## src/rtl/uart_tx.sv

```systemverilog
`timescale 1ns/1ps
// ---------------------------------------------------------------------------
// uart_tx : asynchronous-serial transmitter
//
// Sends one 8-bit byte per rising edge of write_i as:
//   start(0), data[0..7] LSB first, optional parity, 1 or 2 stop bits(1).
// Every bit lasts D clock cycles, D = max(clock_divider_i, 1), latched when
// the request is accepted.
//
// Ports
//   clock_i          system clock, rising edge
//   reset_i          synchronous active-high reset
//   write_i          transmit request, a 0->1 transition starts one frame
//   two_stop_bits_i  1 = two stop bits, 0 = one
//   parity_bit_i     1 = append parity bit after the data
//   parity_even_i    1 = even parity, 0 = odd
//   clock_divider_i  bit period in clock cycles (0 behaves as 1)
//   data_i           byte to send
//   serial_o         TX line, idle high
//   busy_o           high during reset and while a frame is pending/running
//
// Handshake: a request is the rising edge of write_i seen at a clock edge.
// It is accepted only when the transmitter is idle and busy_o is low; the
// accepting edge latches data and configuration and raises busy_o. Requests
// arriving while busy_o is high are dropped, never queued. busy_o falls on
// the edge that ends the last stop bit.
// ---------------------------------------------------------------------------
module uart_tx (
   input  logic        clock_i,
   input  logic        reset_i,
   input  logic        write_i,
   input  logic        two_stop_bits_i,
   input  logic        parity_bit_i,
   input  logic        parity_even_i,
   input  logic [15:0] clock_divider_i,
   input  logic [7:0]  data_i,
   output logic        serial_o,
   output logic        busy_o
);

   typedef enum logic [2:0] {
      ST_IDLE          = 3'd0,
      ST_START_PENDING = 3'd1,
      ST_START         = 3'd2,
      ST_DATA          = 3'd3,
      ST_PARITY        = 3'd4,
      ST_STOP          = 3'd5
   } state_t;

   state_t      state_q;
   state_t      state_d;

   logic        write_q;
   logic [7:0]  data_q;
   logic        two_stop_q;
   logic        parity_en_q;
   logic        parity_even_q;
   logic [15:0] div_q;
   logic [15:0] baud_cnt_q;
   logic [2:0]  bit_idx_q;
   logic [2:0]  bit_idx_d;
   logic        stop_idx_q;

   logic        request;
   logic        accept;
   logic        bit_end;
   logic        in_bit_state;
   logic        parity_val;
   logic        serial_d;
   logic        busy_d;

   assign request      = write_i & ~write_q;
   assign accept       = request & (state_q == ST_IDLE) & ~busy_o;
   // Last cycle of the current bit period; only meaningful in bit states.
   assign bit_end      = (baud_cnt_q == (div_q - 16'd1));
   assign in_bit_state = (state_q == ST_START) || (state_q == ST_DATA) ||
                         (state_q == ST_PARITY) || (state_q == ST_STOP);
   assign parity_val   = parity_even_q ? (^data_q) : ~(^data_q);
   // Index of the data bit that will be on the line after this edge.
   assign bit_idx_d    = ((state_q == ST_DATA) && bit_end) ? (bit_idx_q + 3'd1)
                                                           : bit_idx_q;

   // ---------------- state register and datapath ----------------
   always_ff @(posedge clock_i) begin
      if (reset_i) begin
         state_q       <= ST_IDLE;
         serial_o      <= 1'b1;
         busy_o        <= 1'b1;
         // Held at 1 so a write_i level present through reset is not an edge.
         write_q       <= 1'b1;
         data_q        <= 8'd0;
         two_stop_q    <= 1'b0;
         parity_en_q   <= 1'b0;
         parity_even_q <= 1'b0;
         div_q         <= 16'd1;
         baud_cnt_q    <= 16'd0;
         bit_idx_q     <= 3'd0;
         stop_idx_q    <= 1'b0;
      end else begin
         state_q  <= state_d;
         serial_o <= serial_d;
         busy_o   <= busy_d;
         write_q  <= write_i;

         if (accept) begin
            data_q        <= data_i;
            two_stop_q    <= two_stop_bits_i;
            parity_en_q   <= parity_bit_i;
            parity_even_q <= parity_even_i;
            div_q         <= (clock_divider_i == 16'd0) ? 16'd1 : clock_divider_i;
            bit_idx_q     <= 3'd0;
            stop_idx_q    <= 1'b0;
         end else begin
            bit_idx_q <= bit_idx_d;
            if ((state_q == ST_STOP) && bit_end) begin
               stop_idx_q <= 1'b1;
            end
         end

         if (in_bit_state && !bit_end) begin
            baud_cnt_q <= baud_cnt_q + 16'd1;
         end else begin
            baud_cnt_q <= 16'd0;
         end
      end
   end

   // ---------------- next-state logic ----------------
   always_comb begin
      state_d = state_q;
      case (state_q)
         ST_IDLE: begin
            if (accept) state_d = ST_START_PENDING;
         end
         ST_START_PENDING: begin
            state_d = ST_START;
         end
         ST_START: begin
            if (bit_end) state_d = ST_DATA;
         end
         ST_DATA: begin
            if (bit_end && (bit_idx_q == 3'd7)) begin
               state_d = parity_en_q ? ST_PARITY : ST_STOP;
            end
         end
         ST_PARITY: begin
            if (bit_end) state_d = ST_STOP;
         end
         ST_STOP: begin
            if (bit_end && (stop_idx_q || !two_stop_q)) state_d = ST_IDLE;
         end
         default: begin
            state_d = ST_IDLE;
         end
      endcase
   end

   // ---------------- output logic ----------------
   // Outputs are registered: the values computed here describe the state
   // being entered, so serial_o/busy_o change on the same edge as the state.
   always_comb begin
      serial_d = 1'b1;
      busy_d   = (state_d != ST_IDLE);
      case (state_d)
         ST_START:  serial_d = 1'b0;
         ST_DATA:   serial_d = data_q[bit_idx_d];
         ST_PARITY: serial_d = parity_val;
         default:   serial_d = 1'b1;
      endcase
   end

endmodule

```

## config.mk

```make
export PLATFORM = sky130hd
export DESIGN_NAME = uart_tx
export DESIGN_NICKNAME = d
export VERILOG_FILES = /design/src/rtl/uart_tx.sv
export SDC_FILE = /design/constraint.sdc
export NUM_CORES = 1
export LEC_CHECK = 0
export BUFFER_PORTS_ARGS = -buffer_cell sky130_fd_sc_hd__buf_2
export CORE_MARGIN = 5
export CORE_UTILIZATION = 42
export DETAILED_ROUTE_END_ITERATION = 12
export RECOVER_POWER = 50
export SLEW_MARGIN = 20
export SYNTH_ARGS = -nofsm -noshare
export SYNTH_HDL_FRONTEND = slang
export SYNTH_SLANG_ARGS = --single-unit
```

## constraint.sdc

```tcl
create_clock -name clock_i -period 8.5 [get_ports clock_i]
set_clock_uncertainty 0.15 [all_clocks]
set_input_delay 0.85 -clock clock_i [delete_from_list [all_inputs] [get_ports clock_i]]
set_output_delay 0.85 -clock clock_i [all_outputs]
set_load 0.01 [all_outputs]
```

* Yosys cells after proc, flatten, opt, wreduce, memory -nomap -nowiden
Cells that the tools add are included.
** Storage, ports and cells
- Word-level logic and storage cells :: 63
- Input bits :: 30
- Output and inout port bits :: 2
- Register bits after elaboration :: 53
** Operators by class
- Bitwise logic cells :: 7
- Mux-type cells :: 13
- Reduce and logical (&&, ||, !) cells :: 17
- Eq/ne operators :: 10
- Magnitude comparators :: 1
- $add $sub $neg :: 3
** Operator list (number)
- two-way mux 3 bit :: 6
- one-hot mux 3 bit (6 select lines) :: 1
- adder 16 x 1 -> 16 bit (second input constant) :: 1
- == test 16 bit :: 1
- logical NOT 16 bit :: 1
- two-way mux 16 bit :: 1
- subtractor 16 x 1 -> 16 bit (second input constant) :: 1
- == test 3 x 2 -> 1 bit (second input constant) :: 4
- == test 3 bit (second input constant) :: 4
- XOR reduction 8 bit :: 1
- logical AND 1 bit :: 5
- logical OR 1 bit :: 4
- < comparator 3 x 4 -> 1 bit (second input constant) :: 1
- inverter 1 bit :: 4
- OR reduction 2 bit :: 2
- adder 3 x 1 -> 3 bit (second input constant) :: 1
- bitwise AND 1 bit :: 3
- binary-select mux 1 bit (select 3 bit) :: 1
- == test 3 x 1 -> 1 bit (second input constant) :: 1
- logical NOT 3 bit :: 1
- two-way mux 1 bit :: 3
- one-hot mux 1 bit (3 select lines) :: 1
- nonzero test 3 bit :: 1
- logical NOT 1 bit :: 2

* Depth between registers and ports, before layout
Gate-level depths: netlist of run 1.
- Depth after elaboration :: 8
- Gate-level depth with buffers :: 11
- Gate-level depth less buffers :: 11

* Worst setup path before layout of run 1
Ideal clock, no wire load.
- Kind :: flip-flop to flip-flop
- Start :: register div_q[0]
- End :: register serial_o
- Buffers on the path :: 0
- Cell stages (with the launch flop) :: 12
- Arrival :: 3.117 ns
- Required time :: 8.272 ns
- Period minus slack after synthesis :: 3.345 ns
- Setup slack :: 5.155 ns
- Library setup time :: 0.078 ns
- Cells stage by stage :: dfxtp_1 -> inv_1 -> ha_1 -> nor3b_1 -> a21oi_1 -> a2111oi_0 -> nand4_1 -> nor4_4 -> mux2i_1 -> o22ai_1 -> or3_1 -> a32oi_1
** On the way
- Longest elaborated chain between the ends :: 7
- Elaborated cells between the ends (all ways) :: 17
** RTL lines
- start, declared :: RTL line 58 : logic [15:0] div_q;
- start signal, assigned :: RTL line 110 : div_q <= (clock_divider_i == 16'd0) ? 16'd1 : clock_divider_i;
- subtractor 16 x 1 -> 16 bit (*) :: RTL line 75 : assign bit_end = (baud_cnt_q == (div_q - 16'd1));
- == test 16 bit (*) :: RTL line 75
- logical AND 1 bit (on tied branches) :: RTL line 150, 142, 80
- two-way mux 3 bit (on tied branches) :: RTL line 150, 142, 80
- one-hot mux 3 bit (6 select lines) / binary-select mux 1 bit (select 3 bit) (equally long branches) :: RTL line 131, 166
- == test 3 bit (tied with other cells) :: RTL line 164 : case (state_d)
- one-hot mux 1 bit (3 select lines) (*) :: RTL line 164
- end signal, assigned :: RTL line 101 : serial_o <= serial_d;
- end, declared :: RTL line 37 : output logic serial_o,
Mark *: on every way between the ends. The rest lies on a longest branch, timed or not. The select of a mux whose other input is x is not followed.
A chain may end at the register's enable or synchronous reset.

* Worst setup path after layout of run 1
Ends and elaborated chain as after synthesis.

==> impl_results.md, run 1 <==
* Placed cells at 471
* Clk_lat worst skew at 0.30 ns
* Net Count, Synth at 396
* Crit end category: register
* Synth unique cells at 58
* FF-to-FF Start: div_q[0]
* GRT overflow at 0
* Fill cells at 709
* Crit-path max FO at 9
* Multi-input gate area at 1770 um^2
* WP buf/inv at 1
* Final ANT Viol Nets at 0
* Die height at 93.4 um
* Synth top area cells: dfxtp_1 36%, xnor2_1 9.0%, nand2_1 8.7%, a21oi_1 5.8%, nor2_1 3.7%
* Sequential cell area at 1060 um^2
* Boundary pin count at 32
* Pre-antenna DRT Iters at 4
* Critical path's slowest cell: nor4_4
* Via/cell ratio at 5.21
* Post-route setup TNS at 0 ns
* Largest net degree at the start of global routing at 37
* FP Rows at 30
* Fmax at 264 MHz
* Die Width at 93.4 um
* CP Launch Point: div_q[0]
* Bufs on Longest Clock Path at 2
* Failing checks: capacitance limit, slew limit
* Wire per inst at 13.4 um
* Worst R2R Path Depth at 11
* CP delay by family, top: simple AND/OR/NAND/NOR gates
* DRC errors left at 0
* Input/output buffers at 31
* Post-CTS Hold Fix Bufs at 0
* Clock H-tree levels at 2
* Ys async rst share at 0
* Layout cells sized above 1 at 0.133
* Die area at 8730 um^2
* R2r setup slk at 4.71 ns
* Fin Hold WS at 0.325 ns
* Clock transition at the registers of the reported paths at 0.09 ns
* Total Wirelength at 6.40 mm
* Worst endpoint required time at 8.58 ns
* Biggest area consumer among synthesized cells: dfxtp_1
* Finished Layout Cells at 479
* Hold depth at 2
* Least-Margin Pin Slew at 1.63 ns
* RR Endpoint: serial_o
* VDD IR max at 0.0000754 V
* Final Max Slew Viols at 37
* Setup Crit Path Kind: register to register
* TritonCTS buffer count at 5
* YS warnings at 0
* Tightest Hold Check Type: register to register
* Min Tclk post-route at 3.79 ns
* Area of the mapped netlist at 2920 um^2
* Final nets at 416
* Commonest non-fill, non-tap cell in the layout: nand2_1
* Synthesis-to-finish area growth at 10.4%
* Post-CTS sizing at 0
* Initial Utilization at 0.430
* Status: finished, violations left
* Syn Area/Cell at 8.08 um^2
* Antenna fix cells at 0
* Post-synthesis sequential area ratio at 0.363
* Core box area at 6790 um^2
* Hold Fails Final Rpt at 0
* Area share of the largest cell type after synthesis at 0.363
* Yosys reg bits at 53
* Post-CTS Setup Inserts at 0
* Worst hold start: two_stop_q
* Startpoint type of the worst setup path: register
* Pwr dens at 144 nW/um^2
* GPL Wtd Cong at 0.863
* TritonCTS clock tree: yes
* Unrepaired setup endpoints after global routing: no
* Leak at 1.14 nW
* Hold path endpoint: two_stop_q
* CTS root buf: clkbuf_8
* CP cell instances: inv_1 -> ha_1 -> nor3b_1 -> a21oi_1 -> a2111oi_0 -> nand4_1 -> nor4_4 -> mux2i_1 -> o22ai_1 -> or3_1 -> a32oi_1
* Wire length of the first global-routing pass at 10.8 mm
* Final instance area at 3230 um^2
* Placed cell areas at 3120 um^2
* Final worst path period share at 0.446
* EDFF count, synth at 0
* Dpl hpwl at 4.82 mm
* Most frequent cells in the layout: 68 x nand2_1, 53 x dfxtp_1, 34 x a21oi_1
* Synth Flop Type: dfxtp_1
* Final setup vio count at 0
* Post-Syn Instances at 362
* Slew Limit Headroom at -0.0842
* Vias in the first global route at 2227
* Iter 0 DRT Violations at 170
* Max Cap Violations at 1
* Via count at 2496
* Final core occ at 0.475
* Antenna violations before repair at 0
* Clock tree sinks at 53
* Slowest stage delay, CP at 0.61 ns
* Total GRT Usage at 0.153
* WP data arrival at 3.87 ns
metal layers:
metal,routed length (um),part of all wire,track usage
met1,3370,0.53,0.228
met2,2690,0.42,0.223
met3,278,0.043,0.0265
met4,65,0.010,0.0440
met5,0,0,0
worst max-delay path by stage:
stage	slack (ns)	to	cells past startpoint
6_report	4.71	serial_o	11
5_1_grt	4.39	serial_o	11
4_1_cts	4.73	serial_o	11
3_5_place_dp	4.74	serial_o	11
3_3_place_gp	4.81	serial_o	11
2_1_floorplan	5.16	serial_o	11
metrics by stage:
step | worst slack [ns] | power, mW
after detailed placement | 4.74 | 0.319
after CTS | 4.73 | 0.472
after global placement | 4.81 | 0.318
after global routing | 4.39 | 0.491
final | 4.71 | 0.466
after floorplan | 5.16 | 0.303
Yosys cell counts, types with 2 or more instances:
cell and number:
a211o_1 4, a21o_1 2, a21oi_1 34, a31oi_1 2
and3_1 9, and3b_1 2, buf_1 3, clkbuf_1 13
dfxtp_1 53, ha_1 4, inv_1 6, mux2i_1 4
nand2_1 68, nand2b_1 4, nand3_1 10, nand4_1 5
nand4b_1 2, nor2_1 29, nor2b_1 5, nor3_1 11
nor3b_1 2, nor4_1 6, o211ai_1 2, o21ai_0 4
o21bai_1 2, o22ai_1 2, or2_2 2, or4_4 2
xnor2_1 30, xor2_1 12
where the power goes:
part	internal, mW	switching [mW]	leakage (nW)
logic	0.0242	0.0310	0.658
registers	0.253	0.00512	0.429
clock network	0.0738	0.0790	0.0542
cells by family (layout without fill, tap and decap cells):
family	Yosys count	in the layout	share of synthesized area
AO/OA/AOI/OAI	64	64	0.142
XOR/XNOR	42	42	0.126
adder cells (fa/ha/maj)	4	4	0.0171
buffers and inverters	24	45	0.0338
flip-flops	53	53	0.363
multiplexers	5	5	0.0175
AND/OR/NAND/NOR	170	170	0.301
cell type report:
class | count | share of cell area
multi-input combinational | 285 | 0.549
tap | 96 | 0.0372
clock inverter | 1 | 0.00155
timing repair buffer | 31 | 0.0469
sequential | 53 | 0.329
clock buffer | 7 | 0.0299
inverter | 6 | 0.00698
flip-flops by register name, summed over array words and instances, names as in the netlist:
register / flops
parity_even_q: 1
data_q: 8
div_q: 16
serial_o: 1
state_q: 3
parity_en_q: 1
two_stop_q: 1
baud_cnt_q: 16
stop_idx_q: 1
bit_idx_q: 3
busy_o: 1
write_q: 1
tightest hold or removal path, cell delays in order, from the launching register on:
cell and delay [ns]:
dfxtp_1 0.33, nand2_1 0.05, a21oi_1 0.05
(Power assumes the default switching activity.)
==> inputs of run 2 (changes only) <==
==> constraint.sdc (replaced) <==
create_clock -name clock_i -period 3.8 [get_ports clock_i]
set_clock_uncertainty 0.15 [all_clocks]
set_input_delay 0.38 -clock clock_i [delete_from_list [all_inputs] [get_ports clock_i]]
set_output_delay 0.38 -clock clock_i [all_outputs]
set_load 0.01 [all_outputs]
==> run 2 against run 1 <==
Non-clock buffer count grew 6. Register-to-register slack worse by 4.3 ns. Wire length is 1.4% lower. Critical path type unchanged. Power rose by 120%. The run still ends with capacitance limit, slew limit left. Largest power group unchanged.
==> impl_results.md, run 2 (synthesis gave the netlist of run 1 again) <==
* Setup ws final at 0.393 ns (-4.32 ns)
* Antenna violations before repair at 0 (unchanged)
* FP Rows at 30 (unchanged)
* Input/output buffers at 31 (unchanged)
* Placed cell areas at 3170 um^2 (+1.4%)
* Total GRT Usage at 0.152 (-0.00118)
* Boundary pin count at 32 (unchanged)
* Via/cell ratio at 5.20 (-0.12%)
* Crit end category: register
* Clock H-tree levels at 2 (unchanged)
* Max Cap Violations at 1 (unchanged)
* Int Power at 0.770 mW (+120%)
* Post-CTS Setup Inserts at 0 (unchanged)
* Pre-antenna DRT Iters at 4 (unchanged)
* Startpoint type of the worst setup path: register
* Leak at 1.16 nW (+1.8%)
* Multi-input gate area at 1770 um^2 (about the same)
* Wire per inst at 13.0 um (-2.4%)
* Slew Limit Headroom at -0.0497 (+0.0344)
* Post-CTS Hold Fix Bufs at 0 (unchanged)
* Status: finished, violations left
* Synthesis-to-finish area growth at 11.2%
* Largest net degree at the start of global routing at 37 (unchanged)
* GRT overflow at 0 (unchanged)
* Most frequent cells in the layout: 68 x nand2_1, 53 x dfxtp_1, 34 x a21oi_1
* Final instance area at 3250 um^2 (+0.78%)
* Final worst path period share at 0.897 (+0.451)
* Min Tclk post-route at 3.41 ns (-0.385 ns)
* Largest regs: baud_cnt_q x16, div_q x16, data_q x8
* Post-route setup TNS at 0 ns (unchanged)
* Vias in the first global route at 2281 (+2.4%)
* Final nets at 422 (+1.4%)
* Worst hold start: write_i
* Clock tree sinks at 53 (unchanged)
* Clock power share at 0.310 (-0.018)
* Fill cells at 695 (-2.0%)
* Setup Crit Path Kind: register to register
* Tightest Hold Check Type: input port to register
* Worst endpoint required time at 3.88 ns (-4.70 ns)
* TritonCTS clock tree: yes
* Post-CTS sizing at 0 (unchanged)
* R2r setup slk at 0.39 ns (-4.32 ns)
* Combinational share of power at 0.126 (+0.007)
* Failing checks: capacitance limit, slew limit
* Die area at 8730 um^2 (unchanged)
* Hold Fails Final Rpt at 0 (unchanged)
* Final core occ at 0.479 (+0.00368)
* Layout cells sized above 1 at 0.137 (+0.00344)
* Die height at 93.4 um (unchanged)
* Die Width at 93.4 um (unchanged)
* VDD IR max at 0.000152 V (+100%)
* Fmax at 293 MHz (+11%)
* CTS root buf: clkbuf_8
* Crit-path max FO at 7 (-2)
* Via count at 2519 (+0.92%)
* GPL Wtd Cong at 0.861 (-0.32%)
* FF-to-FF Start: div_q[0]
* WP data arrival at 3.49 ns (-0.38 ns)
* Commonest non-fill, non-tap cell in the layout: nand2_1
* Sw Ratio at 0.247 (about the same)
* Clk_lat worst skew at 0.30 ns (about the same)
* Worst R2R Path Depth at 11 (unchanged)
* Hold depth at 2 (unchanged)
* Least-Margin Pin Slew at 1.57 ns (-0.0516 ns)
* Antenna fix cells at 0 (unchanged)
* Wire length of the first global-routing pass at 10.8 mm (+0.52%)
* Hold path endpoint: write_q
* RR Endpoint: serial_o
* Total Wirelength at 6.31 mm (-1.4%)
* Finished Layout Cells at 484 (+1.0%)
* Final setup vio count at 0 (unchanged)
* Share of power burned in registers at 0.564 (+0.011)
* Core box area at 6790 um^2 (unchanged)
* Pre-CTS WS at 0.322 ns (-4.42 ns)
* DRC errors left at 0 (unchanged)
* Final ANT Viol Nets at 0 (unchanged)
* Unrepaired setup endpoints after global routing: no
* Bufs on Longest Clock Path at 2 (unchanged)
* Dpl hpwl at 4.72 mm (-2.1%)
* TritonCTS buffer count at 5 (unchanged)
* Placed cells at 477 (+1.3%)
* Clock transition at the registers of the reported paths at 0.09 ns (about the same)
* Iter 0 DRT Violations at 134 (-21%)
* P_sw at 0.253 mW (+120%)
* Sequential cell area at 1060 um^2 (unchanged)
* Final Max Slew Viols at 37 (unchanged)
* Pwr dens at 315 nW/um^2 (+120%)
* Initial Utilization at 0.430 (unchanged)
[run 2: worst max-delay path by stage]
stage / startpoint / endpoint / slack (ns) / cells after the start
finish: div_q[0] / serial_o / 0.39 / 11
global route: div_q[0] / serial_o / 0.02 / 11
CTS: div_q[0] / serial_o / 0.30 / 11
detailed placement: div_q[0] / serial_o / 0.32 / 11
global placement: div_q[0] / serial_o / 0.45 / 11
floorplan: div_q[0] / serial_o / 0.46 / 11
[run 2: final cells by class]
cell class	count	area share
clock buffer	7	0.0265
inverter	6	0.00693
multi-input combinational	285	0.544
sequential	53	0.326
tap	96	0.0369
timing repair buffer	37	0.0593
[run 2: power by group through the flow]
stage / sequential [mW] / clock, mW / combinational (mW)
2_1_floorplan: 0.586 / 0 / 0.0910
3_3_place_gp: 0.589 / 0 / 0.128
3_5_place_dp: 0.590 / 0 / 0.130
4_1_cts: 0.577 / 0.332 / 0.130
5_1_grt: 0.579 / 0.354 / 0.145
6_report: 0.577 / 0.317 / 0.129
[run 2: critical path: stages, from the launching register on]
cell	delay [ns]
dfxtp_1	0.45
inv_1	0.08
ha_1	0.31
xnor2_1	0.12
a211o_1	0.26
a2111oi_0	0.35
nand4_1	0.30
nor4_4	0.36
mux2i_1	0.28
o22ai_1	0.11
or3_1	0.37
a32oi_1	0.19
[run 2: layer usage]
layer | vias up | track usage | share of wire
li1 | 1302 | - | -
met5 | - | 0 | 0
met3 | 5 | 0.0257 | 0.044
met1 | 1159 | 0.229 | 0.52
met4 | 0 | 0.0391 | 0.0097
met2 | 53 | 0.222 | 0.43
[run 2: stage by stage]
stage	hold WS (ns)	total power [mW]
final	0.134	1.02
after global routing	0.148	1.08
after CTS	0.130	1.04
after detailed placement	0.298	0.719
after global placement	0.291	0.718
after floorplan	0.282	0.677
==> inputs of run 3 (changes only) <==
==> constraint.sdc (replaced) <==
create_clock -name clock_i -period 3.8 [get_ports clock_i]
set_clock_uncertainty 0.15 [all_clocks]
set_input_delay 0 -clock clock_i [delete_from_list [all_inputs] [get_ports clock_i]]
set_output_delay 0 -clock clock_i [all_outputs]
set_load 0.01 [all_outputs]
==> run 3 against run 2 <==
The flow now finishes without violations. Sequential power about the same. Register-to-register slack about the same. Cell count up 5.8%. Global-route usage up 0.84 points. Setup slack worse by 0.0075 ns. Sequential share of layout area down 2.6 points. Design area up 8.6%. Die area unchanged. Maximum frequency down 0.22%. Clock-buffer cell count unchanged. Highest routed layer unchanged.
==> impl_results.md, run 3 (synthesis gave the netlist of run 1 again) <==
* Status: completed
* Startpoint type of the worst setup path: register
* Antenna violations before repair at 0 (unchanged)
* Post-CTS Setup Inserts at 0 (unchanged)
* Unrepaired setup endpoints after global routing: no
* FP Rows at 30 (unchanged)
* Final Max Slew Viols at 0 (-100%)
* Synthesis-to-finish area growth at 20.8%
* Critical path's slowest cell: dfxtp_1
* Fmax at 293 MHz (-0.22%)
* GRT overflow at 0 (unchanged)
* Initial Utilization at 0.430 (unchanged)
* Vias in the first global route at 2434 (+6.7%)
* Post-route setup TNS at 0 ns (unchanged)
* Tightest Hold Check Type: input port to register
* CP delay by family, top: simple AND/OR/NAND/NOR gates
* Final nets at 450 (+6.6%)
* Setup Crit Path Kind: register to register
* Leak at 1.28 nW (+10%)
* TritonCTS clock tree: yes
* Die Width at 93.4 um (unchanged)
* Die height at 93.4 um (unchanged)
* Fill cells at 655 (-5.8%)
* Hold Fails Final Rpt at 0 (unchanged)
* DRC errors left at 0 (unchanged)
* Pre-antenna DRT Iters at 5 (+1)
* Clock H-tree levels at 2 (unchanged)
* CP Depth at 11 (unchanged)
* Commonest non-fill, non-tap cell in the layout: nand2_1
* Clk_lat worst skew at 0.30 ns (about the same)
* Iter 0 DRT Violations at 135 (+0.75%)
* Layout cells sized above 1 at 0.127 (-0.00919)
* Worst endpoint required time at 3.88 ns (about the same)
* Dpl hpwl at 4.72 mm (unchanged)
* Total Wirelength at 6.67 mm (+5.7%)
* Final ANT Viol Nets at 0 (unchanged)
* Clock transition at the registers of the reported paths at 0.09 ns (about the same)
* WP data arrival at 3.50 ns (about the same)
* Final setup vio count at 0 (unchanged)
* Total GRT Usage at 0.160 (+0.00844)
* Bufs on Longest Clock Path at 2 (unchanged)
* Crit-path max FO at 7 (unchanged)
* RR Endpoint: serial_o
* Max Cap Violations at 0 (-1)
* CP Launch Point: div_q[0]
* TritonCTS buffer count at 5 (unchanged)
* GPL Wtd Cong at 0.861 (unchanged)
* Most frequent cells in the layout: 68 x nand2_1, 53 x dfxtp_1, 34 x a21oi_1
* Input/output buffers at 31 (unchanged)
* Wire length of the first global-routing pass at 11.4 mm (+5.4%)
* Min Tclk post-route at 3.41 ns (+0.00752 ns)
* Slowest stage delay, CP at 0.45 ns (about the same)
* Largest net degree at the start of global routing at 37 (unchanged)
* Crit end category: register
* Least-Margin Pin Slew at 1.18 ns (-0.398 ns)
* Antenna fix cells at 0 (unchanged)
* Core box area at 6790 um^2 (unchanged)
* Critical Path End: serial_o
* R2r setup slk at 0.39 ns (about the same)
* VDD IR max at 0.000159 V (+4.3%)
* CP cell instances: inv_1 -> ha_1 -> xnor2_1 -> a211o_1 -> a2111oi_0 -> nand4_1 -> nor4_4 -> mux2i_1 -> o22ai_1 -> or3_1 -> a32oi_1
* CTS root buf: clkbuf_8
* Clock tree sinks at 53 (unchanged)
* Largest regs: baud_cnt_q x16, div_q x16, data_q x8
* Boundary pin count at 32 (unchanged)
* Die area at 8730 um^2 (unchanged)
* Slew Limit Headroom at 0.215 (+0.265)
* Pwr dens at 297 nW/um^2 (-5.5%)
* Wire per inst at 13.0 um (-0.12%)
* Via count at 2644 (+5.0%)
* Final worst path period share at 0.899 (+0.00198)
* Final core occ at 0.520 (+0.0413)
* FF-to-FF Start: div_q[0]
* Worst R2R Path Depth at 11 (unchanged)
* WP buf/inv at 1 (unchanged)
* Via/cell ratio at 5.16 (-0.78%)
-- run 3: cell count changes in the layout (fill, tap and decap cells not counted) --
cell / previous run / this run
dlygate4sd3_1: 0 / 28
-- run 3: routing by layer --
| metal | global-route usage | part of all wire | vias to the layer above |
|---|---|---|---|
| li1 | - | - | 1357 |
| met1 | 0.231 | 0.50 | 1230 |
| met2 | 0.249 | 0.45 | 52 |
| met3 | 0.0249 | 0.035 | 5 |
| met4 | 0.0391 | 0.0091 | 0 |
| met5 | 0 | 0 | - |
-- run 3: cell type report --
type,count,area (um^2),share of cell area
Tap cell,96,120,0.0340
Multi-Input combinational cell,285,1770,0.501
Timing Repair Buffer,65,473,0.134
Clock buffer,7,86.3,0.0244
Sequential cell,53,1060,0.300
Inverter,6,22.5,0.00638
-- run 3: stage by stage --
step	total power [mW]	setup slack [ns]	area, um^2	std cells	hold slack (ns)
CTS	1.06	0.301	3530	512	0.0613
global route	1.10	0.0167	3530	512	0.0990
detailed placement	0.719	0.322	3170	477	0.0684
floorplan	0.677	0.455	2920	362	-0.0434
finish	1.05	0.385	3530	512	0.0420
global placement	0.718	0.448	3170	477	0.0608
-- run 3: repair_timing --
action	in CTS	in global routing
hold buffers	28	0
gates resized for setup	0	1
endpoints found under the setup margin	0	1
endpoints found under the hold margin	28	0
-- run 3: worst min-delay path by stage --
stage | to | depth (start not counted) | startpoint
6_report | state_q[0] | 2 | reset_i
5_1_grt | state_q[0] | 2 | reset_i
4_1_cts | state_q[0] | 2 | reset_i
3_5_place_dp | write_q | 2 | write_i
3_3_place_gp | write_q | 2 | write_i
2_1_floorplan | write_q | 1 | write_i
-- run 3: where the power goes --
group,switching (mW),leakage (nW),internal (mW)
sequential,0.0120,0.429,0.565
combinational,0.0735,0.806,0.0787
clock,0.176,0.0443,0.145
